<file path="src/rtl/sprite_compositor.sv">
// sprite_compositor: 3-stage pipelined compositor for NUM_SPR sprite slots.
// Ports:
//    clk_vga, rst_n             pixel clock and async active-low reset
//    x_ptr, y_ptr, pix_valid    current pixel
//    spr_x, spr_y, spr_en       packed sprite positions and enables
//    frame_tick                 per-frame animation step
//    vis_clr/vis_shift/vis_kill visibility register controls
//    rom_addr, rom_data         shared synchronous sprite ROM
//    rgb, rgb_valid             composited pixel
//    hit_id, hit_valid          winning slot and opaque-hit flag
//    vis                        visibility register
module sprite_compositor #(
   parameter int NUM_SPR = 8,
   parameter int IDW = 3,
   parameter int SPR_W = 20,
   parameter int SPR_H = 20,
   parameter int ANIM_FRAMES = 4,
   parameter logic [NUM_SPR-1:0] ANIM_MASK = 8'h01,
   parameter int ADDR_W = 13,
   parameter logic [7:0] TRANSPARENT = 8'hFF,
   parameter logic [7:0] BG_COLOR = 8'h00,
   parameter logic [NUM_SPR-1:0] VIS_INIT = '1
) (
   input  logic                  clk_vga,
   input  logic                  rst_n,
   input  logic [9:0]            x_ptr,
   input  logic [9:0]            y_ptr,
   input  logic                  pix_valid,
   input  logic [NUM_SPR*10-1:0] spr_x,
   input  logic [NUM_SPR*10-1:0] spr_y,
   input  logic [NUM_SPR-1:0]    spr_en,
   input  logic                  frame_tick,
   input  logic                  vis_clr,
   input  logic                  vis_shift,
   input  logic [NUM_SPR-1:0]    vis_kill,
   output logic [ADDR_W-1:0]     rom_addr,
   input  logic [7:0]            rom_data,
   output logic [7:0]            rgb,
   output logic                  rgb_valid,
   output logic [IDW-1:0]        hit_id,
   output logic                  hit_valid,
   output logic [NUM_SPR-1:0]    vis
);

   localparam int FW = (ANIM_FRAMES > 1) ? $clog2(ANIM_FRAMES) : 1;
   localparam int FRAME_SZ = SPR_W * SPR_H;
   localparam int SLOT_SZ = ANIM_FRAMES * FRAME_SZ;

   logic [NUM_SPR-1:0] hit;
   logic [IDW-1:0]     win_id;
   logic               any_hit;
   logic [9:0]         sel_x, sel_y, dx, dy;
   logic [FW-1:0]      frame_cnt, f_sel;
   logic [ADDR_W-1:0]  addr_d;

   logic [IDW-1:0] s1_id, s2_id;
   logic           s1_hit, s2_hit, s1_vld, s2_vld;

   // Bounds use 11-bit sums so sprites near the right/bottom edge don't wrap.
   for (genvar i = 0; i < NUM_SPR; i++) begin : g_hit
      logic [10:0] xi, yi;
      assign xi = {1'b0, spr_x[10*i +: 10]};
      assign yi = {1'b0, spr_y[10*i +: 10]};
      assign hit[i] = spr_en[i] & vis[i] & pix_valid
                    & ({1'b0, x_ptr} >= xi)
                    & ({1'b0, x_ptr} <= xi + 11'(SPR_W - 1))
                    & ({1'b0, y_ptr} >= yi)
                    & ({1'b0, y_ptr} <= yi + 11'(SPR_H - 1));
   end

   // Lowest index wins: scan downward so the last assignment is the lowest.
   always_comb begin
      win_id = '0;
      any_hit = 1'b0;
      for (int i = NUM_SPR - 1; i >= 0; i--) begin
         if (hit[i]) begin
            win_id = IDW'(i);
            any_hit = 1'b1;
         end
      end
   end

   always_comb begin
      sel_x = spr_x[win_id*10 +: 10];
      sel_y = spr_y[win_id*10 +: 10];
      dx = x_ptr - sel_x;
      dy = y_ptr - sel_y;
      f_sel = ANIM_MASK[win_id] ? frame_cnt : '0;
      addr_d = ADDR_W'(win_id) * ADDR_W'(SLOT_SZ)
             + ADDR_W'(f_sel) * ADDR_W'(FRAME_SZ)
             + ADDR_W'(dy) * ADDR_W'(SPR_W)
             + ADDR_W'(dx);
   end

   always_ff @(posedge clk_vga or negedge rst_n) begin
      if (!rst_n) begin
         frame_cnt <= '0;
      end else if (frame_tick) begin
         if (frame_cnt == FW'(ANIM_FRAMES - 1)) frame_cnt <= '0;
         else frame_cnt <= frame_cnt + 1'b1;
      end
   end

   // Clear dominates; kill applies to post-shift bit positions.
   always_ff @(posedge clk_vga or negedge rst_n) begin
      if (!rst_n) begin
         vis <= VIS_INIT;
      end else if (vis_clr) begin
         vis <= '0;
      end else if (vis_shift) begin
         vis <= {1'b1, vis[NUM_SPR-1:1]} & ~vis_kill;
      end else begin
         vis <= vis & ~vis_kill;
      end
   end

   always_ff @(posedge clk_vga or negedge rst_n) begin
      if (!rst_n) begin
         rom_addr <= '0;
         s1_id <= '0;
         s1_hit <= 1'b0;
         s1_vld <= 1'b0;
         s2_id <= '0;
         s2_hit <= 1'b0;
         s2_vld <= 1'b0;
         rgb <= BG_COLOR;
         rgb_valid <= 1'b0;
         hit_id <= '0;
         hit_valid <= 1'b0;
      end else begin
         rom_addr <= any_hit ? addr_d : '0;
         s1_id <= win_id;
         s1_hit <= any_hit;
         s1_vld <= pix_valid;
         s2_id <= s1_id;
         s2_hit <= s1_hit;
         s2_vld <= s1_vld;
         // A transparent winner shows background, not the next slot.
         if (s2_hit && rom_data != TRANSPARENT) begin
            rgb <= rom_data;
            hit_valid <= 1'b1;
         end else begin
            rgb <= BG_COLOR;
            hit_valid <= 1'b0;
         end
         rgb_valid <= s2_vld;
         hit_id <= s2_id;
      end
   end

endmodule

</file>
<file path="config.mk">
export PLATFORM = sky130hd
export DESIGN_NAME = sprite_compositor
export DESIGN_NICKNAME = d
export VERILOG_FILES = /design/src/rtl/sprite_compositor.sv
export SDC_FILE = /design/constraint.sdc
export NUM_CORES = 1
export LEC_CHECK = 0
export ABC_CLOCK_PERIOD_IN_PS = 9080
export CAP_MARGIN = 40
export CORE_MARGIN = 2
export CORE_UTILIZATION = 45
export DETAILED_ROUTE_END_ITERATION = 10
export DONT_BUFFER_PORTS = 1
export SETUP_SLACK_MARGIN = 0.15
export SLEW_MARGIN = 5
export SYNTH_ARGS = -nofsm -noshare
export SYNTH_HDL_FRONTEND = slang
export SYNTH_SLANG_ARGS = --single-unit
</file>
<file path="constraint.sdc">
create_clock -name clk_vga -period 9.08 [get_ports clk_vga]
set_input_delay 1.362 -clock clk_vga [delete_from_list [all_inputs] [get_ports clk_vga]]
set_output_delay 1.362 -clock clk_vga [all_outputs]
set_load 0.01 [all_outputs]
</file>
==> qor.yml, run 1 <==
cts-root-buf: "clkbuf_16"
drv_cap: 0
post_dp_cell_area_um2: 16200
clock_sinks: 46
dr.pass1.iters: 5
io_pins: 244
antennaDiodeCount: 0
portBuffers: 0
die_w_um: 184
gp_congestion: 0.956
rsz0062_at_grt: "true"
overflow: 0
hold_viol_final: 0
dp_hpwl_um: 41700
grt_pass1_wl_um: 75200
first_iter_violations: 988
clk_latency_ps: 280
yosys.area_share.adder: 0.356
die_h_um: 184
wl_per_cell_um: 21.5
clockBufferDepth: 2
fin_crit_sh: 0.972
power_uw: 2140
critPathKind: "in2reg"
synth_ff_type: "dfrtp_1"
wirelength_um: 50700
grt_usage: 0.287
cellLeakagePower_uw: 0.00834
maxSlewHeadroom: 0.567
final_cell_area_um2: 17100
startpoint: "spr_y[70]"
fin_setup_tns_ps: 0
synth_seq_area_share: 0.0795
synth_xor_xnor_area_share: 0.0927
synth-simple-area-share: 0.140
dr_total_vias: 14000
maxSlewViolCount: 0
required_ps: 9250
startpoint_type: "input pin"
postLayoutCoreUtil: 0.538
yosys.area.top_type_share: 0.337
antenna_found_initial: 0
synth_cell_type_count: 86
initial_core_util: 0.459
ir_drop_v: 0.000251
status: "finished, final reports clean"
p_per_area_nw_per_um2: 125
synth.most_common_cell: "ha_1"
critPathCaptureType: "flip-flop"
pre_cts_ws_ps: -262
synth_area_um2: 14600
grt_pass1_vias: 13900
cpMostUsedCell: "ha_1"
synth_top_cell_by_area: "ha_1"
fmax_mhz: 113
synth_top_family_by_area: "adder cells"
final_nets: 2536
layout-drive-gt1-share: 0.168
coreArea_um2: 31800
netlist_top_cells_count: "393 x ha_1, 215 x inv_1, 127 x a21oi_1, 127 x xnor2_1, 80 x nor2_1"
area_growth_syn_to_layout_pct: 17.2
critPathArrivalTime_ps: 9000
worst_hold_startpoint: "s2_vld"
min_path_type: "reg2reg"
async_reset_ff_frac: 1.00
yosys-mux-area-fraction: 0.0372
setup_violations: 0
synth_compound_area_frac: 0.226
vias_per_cell: 5.93
cpMaxStageDelayCell: "or4b_4"
postSynthCellCount: 1760
die_area_um2: 33900
avgSynthCellArea_um2: 8.30
antenna_left: 0
finalClockSkew_ps: 4.85
syn_nets: 2377
clkTransAtPathRegs_ps: 60
cp_max_fo: 8
synth_area_leaders: "ha_1 34%, xnor2_1 7.6%, dfrtp_1 6.5%"
r2r_start: "vis[0]"
worst_slew_pin_slew_ps: 649
synth_edf_count: 0
htreeDepth: 2
rows: 65
drc: 0
cts_tree: "built"
synth_warnings: 0
synth_seq_cells: 46
period_needed_ps: 8830
fin_ws_ps: 252
max_stage_delay_ps: 580
grt_max_degree: 47
cts_made_buffers: 5
[repair_timing]
action                                  in CTS  in global routing
hold buffers                                 0                  0
resized for setup                           11                 91
endpoints found under the setup margin       1                  4
pin swaps                                    3                 77
buffers inserted                             1                 19
cloned                                       0                  4
[flip-flops by register name, summed over array words and instances (netlist names), 2 cells and up]
signal,flops
frame_cnt,2
hit_id,3
s2_id,3
s1_id,3
rom_addr,13
rgb,8
vis,8
[logic make-up after synthesis]
family / after synthesis
xor gates and xnor gates: 153
adders and majority gates: 407
DFF: 46
muxes: 54
buffers and inverters: 245
and+or+nand+nor: 383
AOI/OAI and AO/OA: 472
[placed cells by master (no fill, tap or decap), types with 23 or more instances in the layout]
master / instances
o21ai_0: 51
a21oi_1: 105
nor2_1: 80
a21oi_2: 23
mux2i_1: 47
nand4_1: 39
nand2_1: 65
a21o_1: 42
inv_1: 210
buf_4: 161
dfrtp_1: 38
xor2_1: 23
a211oi_1: 27
nor3_1: 43
nand3_1: 47
o21a_1: 33
ha_1: 380
xnor2_1: 120
[per-layer routing]
metal  wire length (µm)  track usage  part of all wire
met1              21200        0.357              0.42
met3               4470       0.0701             0.088
met2              23400        0.490              0.46
met5                  0            0                 0
met4               1580       0.0816             0.031
[path summary, 6_finish.rpt]
| path | slack [ps] | depth (start not counted) | end |
|---|---|---|---|
| min reg2reg | 350 | 0 | rgb_valid |
| min in group asynchronous | 770 | 0 | rom_addr[12] |
| max | 250 | 43 | rom_addr[12] |
| max reg2reg | 2040 | 34 | rom_addr[12] |
| min | 350 | 0 | rgb_valid |
| max in group asynchronous | 8120 | 0 | vis[3] |
[power breakdown]
group	internal [µW]	leakage, µW	switching (µW)
Sequential	212	0.000602	6.97
Combinational	937	0.00766	816
Clock	102	0.0000708	69.8
Total	1250	0.00834	892
[through the flow]
stage,hold slack [ps],cells
3_5_place_dp,335,2323
6_report,347,2355
4_1_cts,349,2332
2_1_floorplan,331,1760
5_1_grt,361,2355
3_3_place_gp,332,2323
[layout make-up]
type / count / area (µm²)
Timing Repair Buffer: 177 / 1490
Inverter: 220 / 830
Fill cell: 3007 / 14700
Clock buffer: 6 / 129
Sequential cell: 46 / 1160
Multi-Input combinational cell: 1469 / 13000
Clock inverter: 2 / 13.8
Tap cell: 435 / 544
[critical path: cells and delay by family]
kind	cells	cell delay (ps)
adder cells (fa/ha/maj)	7	1820
buffers and inverters	7	830
AO/OA/AOI/OAI	12	1900
XOR/XNOR	8	1410
AND/OR/NAND/NOR	9	1650
(Power assumes the default switching activity.)
==> inputs of run 2 (changes only) <==
--- a/config.mk
+++ b/config.mk
@@ -5,7 +5,7 @@
 export SDC_FILE = /design/constraint.sdc
 export NUM_CORES = 1
 export LEC_CHECK = 0
-export ABC_CLOCK_PERIOD_IN_PS = 9080
+export ABC_CLOCK_PERIOD_IN_PS = 11000
 export CAP_MARGIN = 40
 export CORE_MARGIN = 2
 export CORE_UTILIZATION = 45
==> constraint.sdc (replaced) <==
create_clock -name clk_vga -period 11 [get_ports clk_vga]
set_input_delay 1.65 -clock clk_vga [delete_from_list [all_inputs] [get_ports clk_vga]]
set_output_delay 1.65 -clock clk_vga [all_outputs]
set_load 0.01 [all_outputs]
==> run 2 against run 1 <==
Compared with the run above: flip-flop and latch count is the same; non-clock buffer count shrank 170; utilization shrank 6.0 points; design area shrank 11%.
==> qor.yml, run 2 (synthesis results as in run 1) <==
status: "finished, final reports clean"
htreeDepth: 2
overflow: 0
fin_setup_tns_ps: 0
critPathCaptureType: "flip-flop"
dr_total_vias: 13100
layout-drive-gt1-share: 0.0394
final_nets: 2366
gp_congestion: 0.921
hold_viol_final: 0
grt_max_degree: 47
period_needed_ps: 10170
crit_buf_inv: 4
dp_hpwl_um: 40000
wirelength_um: 48400
maxSlewViolCount: 0
cp_max_fo: 46
rows: 65
dr.pass1.iters: 5
finalClockSkew_ps: 25.9
initial_core_util: 0.459
io_pins: 244
fin_crit_sh: 0.925
min_path_type: "reg2reg"
final_common_cell: "ha_1"
rsz0062_at_grt: "false"
grt_pass1_vias: 12900
cts_tree: "built"
vias_per_cell: 6.00
r2r_cells: 29
r2r-end: "rom_addr[12]"
cts_made_buffers: 5
cellLeakagePower_uw: 0.00739
power_uw: 1480
clockBufferDepth: 2
cpMaxStageDelayCell: "fa_1"
max_stage_delay_ps: 560
clkTransAtPathRegs_ps: 100
cts_hold_buffers: 0
grt_pass1_wl_um: 73500
coreArea_um2: 31800
top_regs: "rom_addr (13), rgb (8), vis (8)"
clk_latency_ps: 320
cts-resized-gates: 0
startpoint: "spr_x[40]"
critPathArrivalTime_ps: 10360
ir_drop_v: 0.000164
die_w_um: 184
post_dp_cell_area_um2: 15000
maxSlewHeadroom: 0.373
r2r_slack_ps: 3270
clock_sinks: 46
drc: 0
antenna_found_initial: 3
die_h_um: 184
die_area_um2: 33900
critPathKind: "in2reg"
portBuffers: 0
nFillCells: 3223
r2r_start: "vis[2]"
final_cell_area_um2: 15200
drv_cap: 0
cts_setup_buffers: 0
setup_violations: 0
cts-root-buf: "clkbuf_16"
first_iter_violations: 708
crit_end: "rom_addr[12]"
hold_slack_ps: 328
required_ps: 11190
p_per_area_nw_per_um2: 97.5
cp_num_cells: 38
startpoint_type: "input pin"
max_flop_register: "rom_addr"
grt_usage: 0.281
worst_slew_pin_slew_ps: 928
area_growth_syn_to_layout_pct: 4.02
largest_reg_flops: 13
antenna_left: 0
mostFrequentLayoutCells: "393 x ha_1, 215 x inv_1, 127 x xnor2_1, 127 x a21oi_1, 80 x nor2_1"
fmax_mhz: 98.3
crit_family: "compound AO/OA/AOI/OAI gates"
wl_per_cell_um: 22.1
run 2: cell types whose count changed in the layout (fill, tap and decap cells not counted), moves of 9 or more:
cell / delta
a21oi_2: -22
ha_4: -9
buf_4: -155
ha_1: +13
a21oi_1: +22
o21ai_0: +9
run 2: worst min-delay path by stage:
stage             start        end  slack [ps]  depth (start not counted)
2_1_floorplan  s2_id[0]  hit_id[0]         330                          0
3_3_place_gp   s2_id[2]  hit_id[2]         330                          0
3_5_place_dp   s2_id[0]  hit_id[0]         340                          0
4_1_cts          s1_vld     s2_vld         330                          0
5_1_grt          s1_hit     s2_hit         350                          0
6_report         s1_vld     s2_vld         330                          0
run 2: final cells by class:
class                           count  area, µm²  share of cell area
Multi-Input combinational cell   1469      12400               0.819
Sequential cell                    46       1160              0.0764
Inverter                          220        826              0.0543
Tap cell                          435        544              0.0358
Clock buffer                        5        125             0.00823
Timing Repair Buffer                7       65.1             0.00428
Clock inverter                      3       23.8             0.00156
Antenna cell                        3       7.51            0.000494
run 2: power by group:
group	switching (µW)	internal [µW]	total (µW)	leakage (µW)
clock	89.8	85.9	176	0.0000665
combinational	598	528	1130	0.00672
sequential	5.89	175	181	0.000602
run 2: worst reg2reg max path, delay by kind of cell, from the launching register on:
kind                       cells  cell delay [ps]
DFF                            1              680
AOI/OAI and AO/OA             13             2610
buffers and inverters          2              130
xor gates and xnor gates       3              660
adders and majority gates      6             1910
and+or+nand+nor                5             1620
run 2: routing by layer:
metal / GRT usage / vias to the layer above / share of wire
li1: - / 6461 / -
met1: 0.351 / 6170 / 0.42
met2: 0.483 / 439 / 0.46
met3: 0.0703 / 62 / 0.089
met4: 0.0701 / 0 / 0.023
met5: 0 / - / 0
run 2: stage by stage:
stage | worst slack [ps] | instances | util
detailed placement | 558 | 2177 | 0.473
floorplan | 1480 | 1760 | -
global route | 174 | 2186 | 0.478
CTS | 851 | 2185 | 0.478
finish | 827 | 2188 | 0.478
global placement | 766 | 2177 | 0.473
